<file path="src/rtl/led_pattern_gen_if.sv">
// LED pattern generator control/status bundle: enable and mode in, LED drive and tick out.
interface led_pattern_gen_if #(
  parameter int unsigned N_LEDS = 4
);
  logic              en;
  logic [1:0]        mode;
  logic [N_LEDS-1:0] led;
  logic              tick;

  modport master (output en, output mode, input led, input tick);
  modport slave  (input en, input mode, output led, output tick);
endinterface

</file>
<file path="src/rtl/led_pattern_gen.sv">
// Prescaled LED pattern generator: blink, binary count, chase and PWM breathe
// patterns advanced on each prescaler wrap, with enable/freeze and runtime mode select.
module led_pattern_gen #(
  parameter int unsigned          CNT_WIDTH = 24,
  parameter logic [CNT_WIDTH-1:0] INIT      = '0,
  parameter int unsigned          N_LEDS    = 4,
  parameter int unsigned          PWM_BITS  = 4
) (
  input logic             clk,
  input logic             rst,
  led_pattern_gen_if.slave bus
);

  typedef enum logic [1:0] {
    BLINK   = 2'd0,
    COUNT   = 2'd1,
    CHASE   = 2'd2,
    BREATHE = 2'd3
  } mode_e;

  logic [CNT_WIDTH-1:0] cnt;
  logic                 blink;
  logic [N_LEDS-1:0]    step;
  logic [N_LEDS-1:0]    chase;
  logic [PWM_BITS-1:0]  pwm_cnt;
  logic [PWM_BITS-1:0]  duty;
  logic                 duty_up;
  mode_e                mode_q;

  logic                 wrap;
  logic                 mode_chg;
  logic                 duty_up_nxt;
  logic [PWM_BITS-1:0]  duty_nxt;
  logic [N_LEDS-1:0]    led_nxt;

  // Wrap detect, triangle duty stepping and pattern decode of the current state.
  always_comb begin
    wrap        = 1'b0;
    mode_chg    = 1'b0;
    duty_up_nxt = duty_up;
    duty_nxt    = duty;
    led_nxt     = '0;

    wrap     = bus.en && (cnt == '1);
    mode_chg = (mode_e'(bus.mode) != mode_q);

    // Direction flips at the endpoints so each endpoint is visited only once.
    duty_up_nxt = duty_up ? (duty != '1) : (duty == '0);
    duty_nxt    = duty_up_nxt ? duty + PWM_BITS'(1) : duty - PWM_BITS'(1);

    unique case (mode_q)
      BLINK:   led_nxt = {N_LEDS{blink}};
      COUNT:   led_nxt = step;
      CHASE:   led_nxt = chase;
      BREATHE: led_nxt = {N_LEDS{pwm_cnt < duty}};
      default: led_nxt = '0;
    endcase
  end

  always_ff @(posedge clk) begin
    if (rst) begin
      cnt      <= INIT;
      bus.tick <= 1'b0;
      bus.led  <= '0;
      blink    <= 1'b0;
      step     <= '0;
      chase    <= N_LEDS'(1);
      pwm_cnt  <= '0;
      duty     <= '0;
      duty_up  <= 1'b1;
      mode_q   <= BLINK;
    end else begin
      mode_q   <= mode_e'(bus.mode);
      bus.tick <= wrap;

      if (bus.en) begin
        cnt     <= cnt + CNT_WIDTH'(1);
        pwm_cnt <= pwm_cnt + PWM_BITS'(1);
        bus.led <= led_nxt;
      end

      // A mode change restarts the pattern and takes priority over a coincident wrap.
      if (mode_chg) begin
        blink   <= 1'b0;
        step    <= '0;
        chase   <= N_LEDS'(1);
        pwm_cnt <= '0;
        duty    <= '0;
        duty_up <= 1'b1;
      end else if (wrap) begin
        blink   <= ~blink;
        step    <= step + N_LEDS'(1);
        chase   <= {chase[N_LEDS-2:0], chase[N_LEDS-1]};
        duty    <= duty_nxt;
        duty_up <= duty_up_nxt;
      end
    end
  end

endmodule

</file>
<file path="src/flat_wrapper.sv">
// flat-port wrapper written by rule: the top's interface ports become plain ports
module led_pattern_gen_flat 
#(
  parameter int unsigned          CNT_WIDTH = 24,
  parameter logic [CNT_WIDTH-1:0] INIT      = '0,
  parameter int unsigned          N_LEDS    = 4,
  parameter int unsigned          PWM_BITS  = 4
)
  (clk, rst, bus_en, bus_mode, bus_led, bus_tick);
  led_pattern_gen_if #(.N_LEDS(N_LEDS)) bus_i ();
  input logic clk;
  input logic rst;
  input wire logic [$bits(bus_i.en)-1:0] bus_en;
  input wire logic [$bits(bus_i.mode)-1:0] bus_mode;
  output wire logic [$bits(bus_i.led)-1:0] bus_led;
  output wire logic [$bits(bus_i.tick)-1:0] bus_tick;
  assign bus_i.en = bus_en;
  assign bus_i.mode = bus_mode;
  assign bus_led = bus_i.led;
  assign bus_tick = bus_i.tick;
  led_pattern_gen #(.CNT_WIDTH(CNT_WIDTH), .INIT(INIT), .N_LEDS(N_LEDS), .PWM_BITS(PWM_BITS)) u_core (.clk(clk), .rst(rst), .bus(bus_i));
endmodule
</file>
<file path="config.mk">
export PLATFORM = sky130hd
export DESIGN_NAME = led_pattern_gen_flat
export DESIGN_NICKNAME = d
export VERILOG_FILES = /design/src/rtl/led_pattern_gen_if.sv /design/src/rtl/led_pattern_gen.sv /design/src/flat_wrapper.sv
export SDC_FILE = /design/constraint.sdc
export NUM_CORES = 1
export LEC_CHECK = 0
export CAP_MARGIN = 5
export CORE_ASPECT_RATIO = 0.8
export CORE_MARGIN = 1
export CORE_UTILIZATION = 54
export CTS_BUF_LIST = sky130_fd_sc_hd__clkbuf_16
export DETAILED_ROUTE_END_ITERATION = 8
export GPL_TIMING_DRIVEN = 1
export PLACE_DENSITY = 0.78
export SYNTH_ARGS = -nofsm -noshare
export SYNTH_HDL_FRONTEND = slang
export SYNTH_SLANG_ARGS = --single-unit
</file>
<file path="constraint.sdc">
create_clock -name clk -period 3.45 [get_ports clk]
set_input_delay 1.035 -clock clk [delete_from_list [all_inputs] [get_ports clk]]
set_output_delay 1.035 -clock clk [all_outputs]
set_load 0.1 [all_outputs]
</file>
# After elaboration in Yosys (flattened, before gate mapping)
# Cells that the tools add are included.
[totals] reg_bits=49 input_bits=5 out_inout_bits=5
[classes] n_addsub=5 order_cmp=1 eq_ne=6 n_mux=3 bitwise_logic=1 reduce_logical=4
[op_table] cell="adder 24 x 1 -> 24 bit (second input constant)" n=1
[op_table] cell="equality test 24 bit (second input constant)" n=1
[op_table] cell="one-hot mux 4 bit (4 select lines)" n=1
[op_table] cell="adder 4 x 1 -> 4 bit (second input constant)" n=3
[op_table] cell="equality test 2 bit (second input constant)" n=2
[op_table] cell="logical NOT 4 bit" n=1
[op_table] cell="< comparator 4 bit" n=1
[op_table] cell="two-way mux 4 bit" n=1
[op_table] cell="inequality test 4 bit (second input constant)" n=1
[op_table] cell="subtractor 4 x 1 -> 4 bit (second input constant)" n=1
[op_table] cell="equality test 2 x 1 -> 1 bit (second input constant)" n=1
[op_table] cell="logical NOT 2 bit" n=1
[op_table] cell="inequality test 2 bit" n=1
[op_table] cell="OR reduction 2 bit" n=1
[op_table] cell="logical AND 1 bit" n=1
[op_table] cell="two-way mux 1 bit" n=1
[op_table] cell="inverter 1 bit" n=1

# Longest topological paths before layout
[depth] word_depth=3 depth_mapped=10

# Worst setup path before layout
# OpenSTA, ideal clock, no wires.
[synth_path] kind="input-to-reg" from="input port bus_en" to="register u_core.cnt[21]" setup_time_ns=0.128 t_arrival_ns=2.013 required_time_ns=3.322 path_slack_ns=1.309 stages=5 path_buffers=0 cell_sequence="nand4_1 nor4_2 nand4_1 xor2_1 nor2_1"
[synth_rtl] item="from (decl)" line_no="flat_wrapper.sv:13" text="input wire logic [$bits(bus_i.en)-1:0] bus_en;"
[synth_rtl] item="to (signal assigned)" line_no="led_pattern_gen.sv:77" text="cnt <= cnt + CNT_WIDTH'(1);"
[synth_rtl] item="to (decl)" line_no="led_pattern_gen.sv:21" text="logic [CNT_WIDTH-1:0] cnt;"

# Final worst setup path
[layout_path] from="input port bus_en" to="register u_core.duty[2]"
[layout_via] elab_chain_cells=1
[layout_lines] item="logical AND 1 bit" line_no="led_pattern_gen.sv:44" text="wrap = bus.en && (cnt == '1);"
[layout_lines] item="to (signal assigned)" line_no="led_pattern_gen.sv:94" text="duty <= duty_nxt;"
[layout_lines] item="to (decl)" line_no="led_pattern_gen.sv:26" text="logic [PWM_BITS-1:0] duty;"
# Every way passes these cells.
# A chain may end at the register's enable or synchronous reset.

==> flow_metrics.py <==
metrics = {
    "outcome": {
        "outcome": "finished, final reports clean",
    },
    "sta": {
        "hold_viol_final": 0,
        "setup_viol": 0,
        "slew_violations": 0,
        "setup_ws_ps": 885,
        "worst_pin_slew_ps": 600,
        "rsz0062_at_grt": "no",
        "finalClockSkew_ps": 8.36,
        "fin_crit_sh_pct": 74.3,
        "maxSlewHeadroom_pct": 60.0,
        "fmax_ghz": 0.390,
        "min_period_ps": 2560,
        "tns_ps": 0,
        "holdWs_ps": 476,
    },
    "floorplanning": {
        "start_util_pct": 58.2,
        "dieWidth_um": 74.7,
        "dieArea_um2": 4500,
        "core_um2": 3930,
        "ios": 10,
        "dieHeight_um": 60.2,
        "rows": 20,
    },
    "synth": {
        "synth_common_cells": "dfxtp_1, nor2_1, xor2_1, nand2_1, nand3_1",
        "yosysWarnings": 0,
        "ys_seq_area_share_pct": 42.9,
        "yosys.area.top_type": "dfxtp_1",
        "synthTopCellsByArea": "dfxtp_1, xor2_1, nor2_1",
        "async_flop_share_pct": 0,
        "synth.most_common_cell": "dfxtp_1",
        "synth-main-ff-cell": "dfxtp_1",
        "synth_top_area_share_pct": 42.9,
        "avgSynthCellArea_um2": 8.92,
        "syn_inst": 256,
        "synthesis.area_um2": 2280,
        "syn-num-nets": 268,
        "synth_cell_types": 41,
        "synth_seq_cells": 49,
        "synth-edff-count": 0,
    },
    "power_and_ir_drop": {
        "comb_power_share_pct": 5.1,
        "p_int_mw": 0.931,
        "leakage_nw": 0.978,
        "share_seq_of_total_power_pct": 48.9,
        "switchingPower_mw": 0.252,
        "p_total_mw": 1.18,
        "power_density_nw_per_um2": 461,
        "switching_share_pct": 21.3,
        "p_clk_share_pct": 46.1,
        "ir_drop_v": 0.000262,
    },
    "setup_path": {
        "worstPathArrival_ps": 2710,
        "crit_slowest_cell": "clkdlybuf4s50_1",
        "crit_top_cell": "a211oi_1",
        "crit_family": "buffers and inverters",
        "critPathBufInv": 2,
        "crit_fanout": 10,
        "crit_required_ps": 3600,
        "criticalPathCategory": "input port to flip-flop",
        "critPathMaxStageDelay_ps": 510,
        "endpoint_kind": "flip-flop",
        "critPathLaunchType": "input port",
        "worstPathCellList": "clkdlybuf4s50_1 > nand4_2 > nor3_4 > buf_4 > nand3_2 > a211oi_1 > a211oi_1",
    },
    "placed_design": {
        "dpl.hpwl_um": 2880,
        "portBuffers": 9,
        "place_ws_ps": 552,
        "gp_congestion": 0.761,
    },
    "cts": {
        "cts_resized": 0,
        "clock_latency_ps": 290,
        "cts_tree": "built",
        "cts_hold_buffers": 0,
        "cts.htree.levels": 2,
        "clockRootBuffer": "clkbuf_16",
        "cts-buffers-inserted": 5,
        "clock-sinks": 49,
        "clk_pin_slew_worst_paths_ps": 60,
        "post_cts.repair.setup_buffers": 0,
        "cts_max_path_buffers": 2,
    },
    "route": {
        "wl_per_cell_um": 12.9,
        "drt_iter0_drc": 80,
        "dr_total_vias": 1739,
        "via_per_inst": 5.43,
        "dr.pass1.iters": 4,
        "ant_nets": 0,
        "totalWireLength_um": 4140,
        "drc": 0,
    },
    "global_route": {
        "grt_pass1_wl_um": 7140,
        "grt_max_degree": 32,
        "grt_pass1_vias": 1541,
        "grtUsageTotal_pct": 21.4,
        "antenna_found_initial": 0,
        "grt.overflow.total": 0,
    },
    "job": {
        "drv_cap": 0,
    },
    "layout": {
        "finish.utilization_pct": 65.3,
        "syn2layout_area_growth_pct": 12.2,
        "drive_gt1_share_pct": 10.2,
        "antenna-diode-count": 0,
        "nets": 276,
    },
    "worst_hold_path": {
        "hold_class": "flip-flop to flip-flop",
    },
}
-- tightest hold or removal path, cell delays in order (launching register included) --
cell and delay [ps]:
dfxtp_1 330, nand2_1 60, a21oi_1 50
-- power by group through the flow --
| stage | clock network (mW) | registers, mW | logic [mW] |
|---|---|---|---|
| 6_report | 0.545 | 0.578 | 0.0599 |
| 3_5_place_dp | 0 | 0.591 | 0.0598 |
| 4_1_cts | 0.553 | 0.578 | 0.0601 |
| 5_1_grt | 0.571 | 0.579 | 0.0645 |
| 3_3_place_gp | 0 | 0.591 | 0.0592 |
| 2_1_floorplan | 0 | 0.608 | 0.0257 |
-- metal layers --
| layer | wire (µm) | GRT usage [%] | part of all wire [%] | vias to the layer above |
|---|---|---|---|---|
| li1 | - | - | - | 912 |
| met1 | 2130 | 29.8 | 52 | 785 |
| met2 | 1800 | 31.7 | 44 | 40 |
| met3 | 170 | 6.07 | 4.1 | 2 |
| met4 | 33 | 7.28 | 0.80 | 0 |
| met5 | 0 | 0 | 0 | - |
-- cells by family (layout without fill, tap and decap cells) --
| group | Yosys count | in the layout | share of synthesized area [%] |
|---|---|---|---|
| muxes | 2 | 2 | 0.876 |
| buffers and inverters | 19 | 28 | 3.94 |
| adders and majority gates | 7 | 7 | 3.83 |
| DFF | 49 | 49 | 42.9 |
| AOI/OAI and AO/OA | 36 | 36 | 10.5 |
| and+or+nand+nor | 113 | 113 | 26.5 |
| xor gates and xnor gates | 30 | 30 | 11.5 |
-- layout by cell type (no fill, tap or decap), types with 6 or more instances in the layout --
master / count
nor2_1: 40
a21oi_1: 9
inv_1: 7
ha_1: 7
dfxtp_1: 49
nand2_1: 22
a211oi_1: 6
nand4_1: 9
nand3_1: 13
o21ai_0: 8
buf_4: 9
xor2_1: 25
-- layout make-up --
cell class / count / area, µm²
Multi-Input combinational cell: 188 / 1210
Timing Repair Buffer: 13 / 108
Tap cell: 55 / 68.8
Inverter: 7 / 26.3
Fill cell: 319 / 1370
Sequential cell: 49 / 981
Clock buffer: 5 / 125
Clock inverter: 3 / 41.3
-- through the flow --
step	instances	area, µm²
finish	320	2560
detailed placement	312	2400
global route	320	2560
global placement	312	2400
CTS	320	2560
floorplan	256	2280
-- sequential cells by signal (all words and copies together) (netlist names) --
register and cells:
u_core.bus.led 4, u_core.mode_q 2, u_core.cnt 24, u_core.chase 4
u_core.duty_up 1, u_core.pwm_cnt 4, u_core.bus.tick 1, u_core.duty 4
u_core.step 4, u_core.blink 1
-- worst paths after layout --
kind | from | endpoint | slack [ps] | depth (start not counted)
max | bus_en | u_core.duty[2] | 890 | 7
min reg2reg | u_core.chase[1] | u_core.chase[1] | 480 | 2
max reg2reg | u_core.cnt[10] | u_core.duty_up | 1400 | 5
min | u_core.chase[1] | u_core.chase[1] | 480 | 2
(Power assumes the default switching activity.)
